$ cat config.mk
export PLATFORM = sky130hd
export DESIGN_NAME = universal_shift_reg
export DESIGN_NICKNAME = d
export VERILOG_FILES = /design/src/rtl/universal_shift_reg.sv
export SDC_FILE = /design/constraint.sdc
export NUM_CORES = 1
export LEC_CHECK = 0
export CAP_MARGIN = 15
export CORE_MARGIN = 3
export CORE_UTILIZATION = 23
export DETAILED_ROUTE_END_ITERATION = 7
export PLACE_DENSITY = 0.5
export SLEW_MARGIN = 20
export SYNTH_ARGS = -nofsm -noshare
export SYNTH_HDL_FRONTEND = slang
export SYNTH_SLANG_ARGS = --single-unit
$ cat constraint.sdc
create_clock -name clk -period 1.7 [get_ports clk]
set_clock_uncertainty 0.05 [all_clocks]
set_input_delay 0.17 -clock clk [delete_from_list [all_inputs] [get_ports clk]]
set_output_delay 0.17 -clock clk [all_outputs]
set_load 0.01 [all_outputs]
$ cat src/rtl/universal_shift_reg.sv
// Universal shift register with a burst serialiser.
//
// In IDLE the register performs one of eight parallel/shift/rotate operations
// selected by `mode`. mode=110 loads `d` and starts a burst that shifts the
// loaded word out on `sout`, LSB first. One bit is sent per enabled cycle,
// for WIDTH enabled cycles in total. `done` then pulses for one cycle.
// mode=111 during a burst aborts it.
//
// Ports
//   clk   : clock; all state changes on the rising edge
//   rst   : synchronous active-high reset; has priority over everything
//   en    : clock enable; 0 freezes q, FSM and counter and forces done to 0
//   mode  : operation select (see case statement below)
//   d     : parallel data in
//   sin   : serial data in for the shift modes
//   q     : registered parallel data out
//   sout  : serial data out, combinational from q, mode and FSM state
//   busy  : 1 while a burst is in progress (decoded from the state flop)
//   done  : registered one-cycle pulse after the last burst bit
//
// Handshake: there is no valid/ready pair. A burst is requested by holding
// mode=110 with en=1 at a rising edge while busy=0. A new burst may be
// requested on the cycle where done=1.

module universal_shift_reg #(
  parameter int              WIDTH     = 8,
  parameter logic [WIDTH-1:0] RESET_VAL = '0
) (
  input  logic             clk,
  input  logic             rst,
  input  logic             en,
  input  logic [2:0]       mode,
  input  logic [WIDTH-1:0] d,
  input  logic             sin,
  output logic [WIDTH-1:0] q,
  output logic             sout,
  output logic             busy,
  output logic             done
);

  localparam int CW = $clog2(WIDTH);
  localparam logic [CW-1:0] CNT_LAST = CW'(WIDTH - 1);

  typedef enum logic {
    IDLE  = 1'b0,
    BURST = 1'b1
  } state_t;

  state_t           state, state_n;
  logic [CW-1:0]    cnt, cnt_n;
  logic [WIDTH-1:0] q_n;
  logic             done_n;

  // State register
  always_ff @(posedge clk) begin
    if (rst) begin
      state <= IDLE;
      cnt   <= '0;
      q     <= RESET_VAL;
      done  <= 1'b0;
    end else begin
      state <= state_n;
      cnt   <= cnt_n;
      q     <= q_n;
      done  <= done_n;
    end
  end

  // Next-state logic. With en=0 everything holds and done_n stays 0.
  always_comb begin
    state_n = state;
    cnt_n   = cnt;
    q_n     = q;
    done_n  = 1'b0;
    if (en) begin
      case (state)
        IDLE: begin
          case (mode)
            3'b000: q_n = q;
            3'b001: q_n = d;
            3'b010: q_n = {q[WIDTH-2:0], sin};
            3'b011: q_n = {sin, q[WIDTH-1:1]};
            3'b100: q_n = {q[WIDTH-2:0], q[WIDTH-1]};
            3'b101: q_n = {q[0], q[WIDTH-1:1]};
            3'b110: begin
              q_n     = d;
              cnt_n   = '0;
              state_n = BURST;
            end
            3'b111: q_n = '0;
            default: q_n = q;
          endcase
        end
        BURST: begin
          if (mode == 3'b111) begin
            // Abort: clear everything, no done pulse.
            q_n     = '0;
            cnt_n   = '0;
            state_n = IDLE;
          end else begin
            // q[0] always holds the bit being emitted, so shifting right
            // presents the next bit of the loaded word.
            q_n = {1'b0, q[WIDTH-1:1]};
            if (cnt == CNT_LAST) begin
              cnt_n   = '0;
              state_n = IDLE;
              done_n  = 1'b1;
            end else begin
              cnt_n = cnt + 1'b1;
            end
          end
        end
        default: state_n = IDLE;
      endcase
    end
  end

  // Output logic
  always_comb begin
    busy = (state == BURST);
    if (state == IDLE && (mode == 3'b010 || mode == 3'b100)) begin
      sout = q[WIDTH-1];
    end else begin
      sout = q[0];
    end
  end

endmodule

# After elaboration in Yosys (flattened, before gate mapping)
# Cells that the tools add are included.
[word_totals] ff_bits=13 input_bits=15 out_inout_bits=11 wordCells=37
[classes] n_addsub=1 eq_ne=10 muxes=13 n_bitwise=2 reduce_logical=7
[ops] operator="8-bit case mux with 6 select lines" n=1
[ops] operator="8-bit case mux with 2 select lines" n=1
[ops] operator="3-bit == test, second input constant" n=5
[ops] operator="3-bit 2-to-1 mux" n=3
[ops] operator="7-bit 2-to-1 mux" n=1
[ops] operator="3-bit by 2-bit == test with 1-bit output, second input constant" n=2
[ops] operator="3-bit case mux with 2 select lines" n=1
[ops] operator="1-bit 2-to-1 mux" n=5
[ops] operator="2-bit AND reduction" n=2
[ops] operator="4-bit OR reduction" n=1
[ops] operator="3-bit by 1-bit adder with 3-bit output, second input constant" n=1
[ops] operator="3-bit by 1-bit == test with 1-bit output, second input constant" n=1
[ops] operator="3-bit zero test" n=1
[ops] operator="2-bit by 1-bit != test with 1-bit output, second input constant" n=1
[ops] operator="2-bit != test, second input constant" n=1
[ops] operator="1-bit NOT" n=2
[ops] operator="1-bit case mux with 2 select lines" n=1
[ops] operator="2-bit OR reduction" n=1
[ops] operator="1-bit logical AND" n=1
[ops] operator="1-bit logical OR" n=1

# Logic depth before layout (Yosys ltp)
[depth] ltp_word=4 depth_mapped=6 ltp_nobuf=5

# Worst setup path before layout
# No wires, ideal clock.
[synth_timing] path_kind="reg2reg" startpoint="register cnt[0]" endpoint="register cnt[0]" setup_ns=0.070 arrival_ns=1.268 required_time_ns=1.580 setup_slack_ns=0.312 stages_incl_launch_ff=5 n_path_buf=0 period_less_slack_ns=1.388 cell_sequence="dfxtp_1 > ha_1 > ha_1 > or4_1 > a21oi_1"
[synth_between] elab_chain_cells=4 elab_cells_between_ends=5 cone_classes="add/sub (1); eq/ne (1); mux (3)"
[synth_lines] element="start: declaration" line="50" source="logic [CW-1:0] cnt, cnt_n;"
[synth_lines] element="start signal: assignment" line="63" source="cnt <= cnt_n;"
[synth_lines] element="3-bit by 1-bit adder with 3-bit output or 3-bit == test (tied branches)" line="109, 104"
[synth_lines] element="3-bit 2-to-1 mux *" line="104" source="if (cnt == CNT_LAST) begin"
[synth_lines] element="3-bit 2-to-1 mux *" line="95" source="if (mode == 3'b111) begin"
[synth_lines] element="3-bit case mux with 2 select lines *" line="76" source="case (state)"
# Every way passes the cells marked *; elsewhere a longest branch is shown, timed or not.
# A chain may end at the register's enable or synchronous reset.

# Worst setup path in the final report
[layout_timing] startpoint="input mode[0]" endpoint="output sout"
[layout_between] elab_chain_cells=4 elab_cells_between_ends=5 cone_classes="eq/ne (2); mux (1); reduce/logical (2)"
[layout_lines] element="start: declaration" line="32" source="input logic [2:0] mode,"
[layout_lines] element="3-bit by 2-bit == test with 1-bit output or 3-bit == test (tied branches)" line="121" source="if (state == IDLE && (mode == 3'b010 || mode == 3'b100)) begin"
[layout_lines] element="1-bit logical OR *" line="121"
[layout_lines] element="1-bit logical AND *" line="121"
[layout_lines] element="1-bit 2-to-1 mux *" line="121"
[layout_lines] element="end: declaration" line="36" source="output logic sout,"
# Marked as above.

==> metrics.txt <==
crit-path max FO=2; ys async rst share=0; Seq/Total Area, Yosys=0.270; number of global-route vias before repair=933; status=finished clean; CTS tree=built; cts hold-fix bufs=0; Slew headroom=0.623; ant diodes=0; Synth area leaders=dfxtp_1 (27%), a22oi_1 (10%), a211oi_1 (6.2%); drt first pass iters=4; Total Power=0.854 mW; final WL=2730 µm; Seq cells post-synth=13; Main synth FF type=dfxtp_1; nature of the critical path endpoint=primary output; Max Freq=630 MHz; Reg2Reg Depth=4; IO Pins=26; core area=0.00385 mm²; largest family of logic cells by synthesized area=compound AO/OA/AOI/OAI gates; EDFF count, synth=0; Final Max Tran Viols=0; setup violators final=0; DRT antenna net count=0; Reg clk slew, reported paths=0.06 ns; Cell Area, Synth=962 µm²; placer congestion estimate=0.852; Hold Crit Depth=2; Root Driver=clkbuf_8; Finished Layout Cells=194; total grt overflow=0; Detail Placement HPWL=2080 µm; sequential cell area=260 µm²; fillers=412; Die Ht=70.7 µm; Post-Synth Simple-Gate Area=0.195; initial core utilization=0.250; drt first-iter violations=124; met1 Use GR=0.145; Final nets=164; WL per Instance=14.1 µm; Worst-Skew Late Latency=0.24 ns; Clock Sink Count=13; largest net degree at the start of global routing=21; clock period minus worst slack=1.59 ns; vias per cell=5.20; Yosys cell types=35; total CTS buffers=3; RSZ-0062 raised after global routing=no; gr usage total=0.110; CP startpoint kind=input port; GRT Max-Usage Layer=met2; Vias=1009; period utilization=0.934; met2 Use GR=0.183; M3 GR Usage=0.00994; Die Wd=70.7 µm; Multi-input gate area=629 µm²; WP data required=1.48 ns; DP Cell Count=190; H-Tree Depth=1; Worst-Margin Slew=0.564 ns; Pleak=0.542 nW; hold slack=0.411 ns; Layout area overhead=45.3%; Ys Warns=0; post-cts repair resize count=3; Max rail drop VDD=169 µV; Residual DRC=0; xor/xnor share of the synthesized area=0.0286; Pwr per Cell Area=611 mW/mm²; Worst Hold Class=flip-flop to flip-flop; Post CTS Setup Buffer Count=0; clk buf depth=2; first-pass GRT wire length=4530 µm; synthesized instance count=109; Die Footprint=0.00500 mm²; mean post-synth cell area=8.83 µm²; layout cell share with drive strength beyond 1=0.192; WP data arrival=1.37 ns; post-synthesis mux area share=0.0325; Synth Area in Compound Gates=0.372; Critical Setup Path Class=input port to primary output; initial antenna violation count=0; port bufs=25; count of final hold-check violations=0; area share of the largest cell type after synthesis=0.270; top cell type by total area after synthesis=dfxtp_1; max cap viols=0; syn_nets=126; Rows=22; post-synthesis adder-cell area fraction=0.0260
==> cells in the final DEF (no fill, tap or decap), drive strengths merged <==
cell,Yosys,final
a211o,6,6
a211oi,8,8
a21oi,10,10
a221oi,2,2
a22oi,13,13
a31o,1,1
and3,7,7
and3b,2,2
buf,8,18
clkbuf,2,3
clkdlybuf4s50,0,22
clkinv,0,1
dfxtp,13,13
dlygate4sd2,0,3
ha,2,2
inv,2,2
mux2,1,1
mux2i,2,2
nand2,8,8
nand2b,1,1
nand3,2,2
nand3b,2,2
nand4,2,2
nor2,3,3
nor2b,1,1
nor3b,1,1
nor4bb,1,1
o21ai,2,2
o22ai,1,1
o311ai,1,1
o31ai,1,1
o41ai,1,1
or4,1,1
or4b,1,1
xor2,1,1
==> sequential cells by signal, summed over array words and instances (netlist names) <==
name	cells
q	8
cnt	3
busy	1
done	1
==> final timing paths <==
check	start	end	slack [ns]
setup / recovery	mode[0]	sout	0.11
hold / removal	cnt[1]	cnt[1]	0.41
setup reg to reg	cnt[0]	cnt[0]	0.23
hold reg to reg	cnt[1]	cnt[1]	0.41
==> metal layers <==
layer / up-vias / wire length [µm]
li1: 505 / -
met1: 479 / 1230
met2: 23 / 1350
met3: 2 / 108
met4: 0 / 30
met5: - / 0
==> kinds of logic after synthesis <==
logic type / Yosys count
AOI/OAI and AO/OA: 46
xor gates and xnor gates: 1
adders and majority gates: 2
buffers and inverters: 12
DFF: 13
muxes: 3
and+or+nand+nor: 32
==> power by group <==
part	switching [mW]	internal [mW]	leakage, nW
Sequential	0.0192	0.318	0.106
Combinational	0.110	0.131	0.411
Clock	0.115	0.162	0.0255
Total	0.244	0.610	0.542
==> worst max-delay path, stage by stage <==
cell,delay [ns]
clkdlybuf4s50_1,0.48
nor2_1,0.05
nand2_1,0.06
mux2_2,0.33
dlygate4sd2_1,0.28
==> cell usage after synthesis (3+ instances only) <==
master / count
buf_2: 4
a22oi_1: 13
a211oi_1: 8
and3_1: 7
a211o_1: 6
nor2_1: 3
dfxtp_1: 13
a21oi_1: 10
nand2_1: 8
==> metrics by stage <==
step	setup WS, ns	area (µm²)	util	TNS, ns
floorplan	0.312	962	-	0
global placement	-0.305	1360	0.352	-2.71
detailed placement	-0.322	1360	0.352	-2.43
CTS	0.0895	1400	0.363	0
global route	0.0656	1400	0.363	0
finish	0.113	1400	0.363	0
==> layout make-up <==
type | count | area share
inverter | 2 | 0.00537
timing repair buffer | 43 | 0.282
clock inverter | 1 | 0.00358
multi-input combinational | 84 | 0.450
clock buffer | 3 | 0.0295
sequential | 13 | 0.186
tap | 48 | 0.0430
Power figures use the tool's default switching activity.
